[src/rtl/fetch_stage.sv]
// rtl/fetch_stage.sv - instruction fetch stage with IF/ID register, hold buffer and redirect/kill handling
// Owns the PC, runs the imem req/ready handshake and feeds decode through the IF/ID register.
module fetch_stage #(
  parameter logic [31:0] RESET_PC  = 32'h0000_0000,
  parameter logic [31:0] NOP_INSTR = 32'h0000_0000
) (
  input  logic        clk,
  input  logic        reset,
  input  logic        write_PC,
  input  logic        write_IFID,
  input  logic        branch_taken,
  input  logic [31:0] branch_target,
  output logic        imem_req,
  output logic [31:0] imem_addr,
  input  logic        imem_ready,
  input  logic [31:0] imem_rdata,
  output logic [31:0] instruction_IFID,
  output logic [31:0] pcPlus4_IFID,
  output logic        valid_IFID
);

  typedef enum logic [1:0] {
    FETCH = 2'd0,
    HOLD  = 2'd1,
    KILL  = 2'd2
  } fetchState;

  fetchState   state;
  fetchState   stateNext;
  logic [31:0] pc;
  logic [31:0] pcNext;
  logic [31:0] killAddr;
  logic [31:0] killAddrNext;
  logic [31:0] bufInstr;
  logic [31:0] bufInstrNext;
  logic [31:0] bufPcPlus4;
  logic [31:0] bufPcPlus4Next;
  logic [31:0] instrNext;
  logic [31:0] pcPlus4Next;
  logic        validNext;
  logic [31:0] pcInc;
  logic        accept;
  logic        advance;

  assign pcInc     = pc + 32'd4;
  assign imem_req  = !reset && (state != HOLD);
  // While killing, the abandoned address must stay on the bus until imem accepts it.
  assign imem_addr = (state == KILL) ? killAddr : pc;
  assign accept    = imem_req & imem_ready;
  assign advance   = write_IFID & write_PC;

  always_comb begin
    stateNext      = state;
    pcNext         = pc;
    killAddrNext   = killAddr;
    bufInstrNext   = bufInstr;
    bufPcPlus4Next = bufPcPlus4;
    instrNext      = instruction_IFID;
    pcPlus4Next    = pcPlus4_IFID;
    validNext      = valid_IFID;

    // Any cycle where IF/ID may load but gets no real word turns into a bubble.
    if (write_IFID) begin
      instrNext = NOP_INSTR;
      validNext = 1'b0;
    end

    if (branch_taken) begin
      pcNext         = branch_target;
      instrNext      = NOP_INSTR;
      validNext      = 1'b0;
      bufInstrNext   = NOP_INSTR;
      bufPcPlus4Next = 32'd0;
    end

    case (state)
      FETCH: begin
        if (branch_taken) begin
          if (!accept) begin
            stateNext    = KILL;
            killAddrNext = pc;
          end
        end else if (accept) begin
          if (advance) begin
            instrNext   = imem_rdata;
            pcPlus4Next = pcInc;
            validNext   = 1'b1;
            pcNext      = pcInc;
          end else begin
            bufInstrNext   = imem_rdata;
            bufPcPlus4Next = pcInc;
            stateNext      = HOLD;
          end
        end
      end
      HOLD: begin
        if (branch_taken) begin
          stateNext = FETCH;
        end else if (advance) begin
          instrNext   = bufInstr;
          pcPlus4Next = bufPcPlus4;
          validNext   = 1'b1;
          pcNext      = pcInc;
          stateNext   = FETCH;
        end
      end
      KILL: begin
        if (accept) begin
          stateNext = FETCH;
        end
      end
      default: begin
        stateNext = FETCH;
      end
    endcase
  end

  always_ff @(posedge clk) begin
    if (reset) begin
      state            <= FETCH;
      pc               <= RESET_PC;
      killAddr         <= RESET_PC;
      bufInstr         <= NOP_INSTR;
      bufPcPlus4       <= 32'd0;
      instruction_IFID <= NOP_INSTR;
      pcPlus4_IFID     <= 32'd0;
      valid_IFID       <= 1'b0;
    end else begin
      state            <= stateNext;
      pc               <= pcNext;
      killAddr         <= killAddrNext;
      bufInstr         <= bufInstrNext;
      bufPcPlus4       <= bufPcPlus4Next;
      instruction_IFID <= instrNext;
      pcPlus4_IFID     <= pcPlus4Next;
      valid_IFID       <= validNext;
    end
  end

endmodule
[config.mk]
export PLATFORM = sky130hd
export DESIGN_NAME = fetch_stage
export DESIGN_NICKNAME = d
export VERILOG_FILES = /design/src/rtl/fetch_stage.sv
export SDC_FILE = /design/constraint.sdc
export NUM_CORES = 1
export LEC_CHECK = 0
export CORE_UTILIZATION = 40
export DETAILED_ROUTE_END_ITERATION = 16
export GPL_TIMING_DRIVEN = 0
export PLACE_DENSITY = 0.66
export RECOVER_POWER = 50
export SLEW_MARGIN = 20
export SYNTH_ARGS = -nofsm -noshare
export SYNTH_HDL_FRONTEND = slang
export SYNTH_SLANG_ARGS = --single-unit
[constraint.sdc]
create_clock -name clk -period 4.3 [get_ports clk]
set_input_delay 0.43 -clock clk [delete_from_list [all_inputs] [get_ports clk]]
set_output_delay 0.43 -clock clk [all_outputs]
set_load 0.05 [all_outputs]
==> results.py <==
metrics = {
    "power": {
        "switchingPower_mw": 1.25,
        "peakVddDrop_v": 0.000248,
        "total_power_mw": 4.26,
        "pwr-share-comb_pct": 14.8,
        "leakage_nw": 4.41,
        "power.share.clock_pct": 41.0,
        "internal-power_mw": 3.01,
        "seq_power_share_pct": 44.2,
        "p_sw_share_pct": 29.3,
        "p_per_area_mw_per_mm2": 351,
    },
    "synth": {
        "synth-seq-cells": 195,
        "synth_compound_gate_area_share_pct": 22.5,
        "synth.distinct_cells": 65,
        "synth_fa_ha_area_share_pct": 0.133,
        "synth_top_area_share_pct": 41.4,
        "synth_edf_count": 0,
        "synth.cell_area_mm2": 0.00943,
        "synth-simple-area-share_pct": 22.4,
        "synth_xor_area_share_pct": 3.25,
        "synth_mux_area_share_pct": 5.34,
        "yosysWarnings": 0,
        "synth_top_family_by_area": "compound AO/OA/AOI/OAI gates",
        "synth_cells": 1191,
        "ys_top_cells_by_area": "dfxtp_1, nand2_1, a21oi_1",
        "synth_common_cells": "nand2_1, dfxtp_1, a21oi_1, nor2_1, clkbuf_1",
        "synthFlopType": "dfxtp_1",
        "synth-seq-area-share_pct": 41.4,
        "synth_area_per_cell_um2": 7.91,
        "synth_nets": 1262,
        "async_flop_share_pct": 0,
        "yosysMostFrequentCell": "nand2_1",
        "yosys.area.top_type": "dfxtp_1",
    },
    "final_layout": {
        "synthToLayoutAreaGrowth_pct": 28.6,
        "nFillCells": 2246,
        "finalInstanceArea_mm2": 0.0121,
        "nets": 1448,
        "drive_gt1_share_pct": 7.19,
        "final_cells": 1703,
        "final_util_pct": 53.1,
        "diodes": 0,
    },
    "sta": {
        "hold_violations": 0,
        "setup_ws_ns": 0.496,
        "report.final.setup_viol": 0,
        "worst_slew_pin_slew_ns": 1.04,
        "skew_ns": 0.0107,
        "slew_headroom_pct": 30.1,
        "finalSetupTns_ns": 0,
        "final.min_clock_period_ns": 3.80,
        "clock.fmax_ghz": 0.263,
        "whs_ns": 0.453,
        "slew_violations": 0,
        "fin_crit_sh_pct": 88.5,
        "rsz0062_at_grt": "false",
    },
    "critical_path": {
        "worst-setup-path-type": "reg -> out",
        "reg2regPathDepth": 7,
        "start_kind": "flop",
        "cp.required_ns": 3.87,
        "worstPathArrival_ns": 3.37,
        "critPathMaxFanout": 10,
        "crit_path_end_kind": "primary output",
    },
    "routing": {
        "wl_met2_um": 14600,
        "ant_nets": 0,
        "wl_met1_um": 14400,
        "wl_um": 32400,
        "dr.first_iter.drc_count": 836,
        "num_vias": 9588,
        "drc": 0,
        "wl_per_cell_um": 19.0,
        "drtPass1Iterations": 6,
        "via_per_inst": 5.63,
        "top_layer": "met4",
        "wl_met3_um": 2780,
    },
    "placed_design": {
        "placed_area_mm2": 0.0115,
        "dp.cells": 1671,
        "globalplace.congestion": 0.934,
        "dp_hpwl_um": 23300,
        "portBuffers": 167,
        "place_ws_ns": 0.993,
    },
    "outcome": {
        "outcome": "finished, final reports clean",
    },
    "worst_hold_path": {
        "hp-class": "reg -> reg",
        "hold_depth": 2,
    },
    "grt": {
        "grt_pass1_wl_um": 50100,
        "grt_max_degree": 20,
        "overflow": 0,
        "antenna_found_initial": 0,
        "globalRouteTotalUtil_pct": 26.8,
        "grt_pass1_vias": 8912,
    },
    "floorplan": {
        "initial_utilization_pct": 41.3,
        "dieArea_mm2": 0.0242,
        "core_area_mm2": 0.0228,
        "die-height_um": 156,
        "io_pins": 168,
        "die-width_um": 156,
        "rows": 55,
    },
    "clock_network": {
        "path_clk_slew_ns": 0.07,
        "cts_hold_buf": 0,
        "cts_setup_buffers": 0,
        "numCtsBuffers": 17,
        "cts.repair.resized": 0,
        "cts_max_level": 4,
        "clk_latency_ns": 0.45,
        "cts_tree": "done",
        "cts_sinks": 195,
        "cts.path.max_buffers": 2,
        "root_buffer": "clkbuf_16",
    },
    "flow_run": {
        "maxCapViolCount": 0,
    },
}
cells by family after synthesis:
kind of cell | Yosys count
xor gates and xnor gates | 35
muxes | 46
buffers and inverters | 118
and+or+nand+nor | 473
AOI/OAI and AO/OA | 323
adders and majority gates | 1
DFF | 195
area by class of cell:
type | instances | area (µm²) | area share [%]
buffer | 112 | 444 | 3.66
clock buffer | 17 | 425 | 3.51
clock inverter | 15 | 218 | 1.80
inverter | 6 | 22.5 | 0.186
multi-input combinational | 878 | 5050 | 41.6
sequential | 195 | 3900 | 32.2
tap | 313 | 392 | 3.23
timing repair buffer | 167 | 1670 | 13.8
critical path, cell delays in order (launching register included):
cell	delay (ns)
dfxtp_1	0.34
clkbuf_1	0.42
inv_1	0.23
nand2_1	0.34
buf_1	0.49
mux2_2	0.41
clkdlybuf4s50_1	0.70
routing by layer:
layer	vias up	GRT usage (%)
met3	45	6.41
li1	4572	-
met2	415	41.5
met5	-	0
met4	0	6.68
met1	4556	37.2
final timing paths:
kind / slack, ns / start / to
max: 0.50 / state[0]$_SDFFE_PP0P_ / imem_addr[8]
min: 0.45 / killAddr[14]$_SDFFE_PP0P_ / killAddr[14]$_SDFFE_PP0P_
max reg2reg: 1.23 / state[1]$_SDFFE_PP0P_ / pc[19]$_SDFF_PP0_
min reg2reg: 0.45 / killAddr[14]$_SDFFE_PP0P_ / killAddr[14]$_SDFFE_PP0P_
state kept, by name, summed over array words and instances, names as in the netlist:
name and cells:
bufInstr 32, bufPcPlus4 32, instruction_IFID 32, killAddr 32
pcPlus4_IFID 32, pc 32, state 2, valid_IFID 1
cell usage in the layout (no fill, tap or decap), types with 4 or more instances in the layout:
cell,n
clkbuf_16,17
inv_8,4
nor4_1,9
mux2_2,34
nand2_1,235
nor2_1,123
or3_1,4
xnor2_1,21
and3_1,10
clkdlybuf4s50_1,99
buf_2,16
o21a_1,4
a21o_1,4
a22oi_1,17
a31oi_1,14
nor3_1,25
o21ai_0,27
xor2_1,14
nand4_1,7
a211oi_1,19
a22o_1,33
buf_1,9
nand2b_1,6
nor2b_1,4
dlygate4sd3_1,68
a21oi_1,137
nand3_1,26
inv_1,5
a32oi_1,33
dfxtp_1,195
o211ai_1,4
mux2i_1,12
clkbuf_1,86
power by group through the flow:
stage | Clock, mW | Sequential, mW | Combinational [mW]
detailed placement | 0 | 1.93 | 0.622
floorplan | 0 | 1.93 | 0.366
global placement | 0 | 1.92 | 0.621
finish | 1.75 | 1.88 | 0.630
CTS | 1.75 | 1.88 | 0.626
global route | 1.85 | 1.89 | 0.671
(Power assumes the default switching activity.)
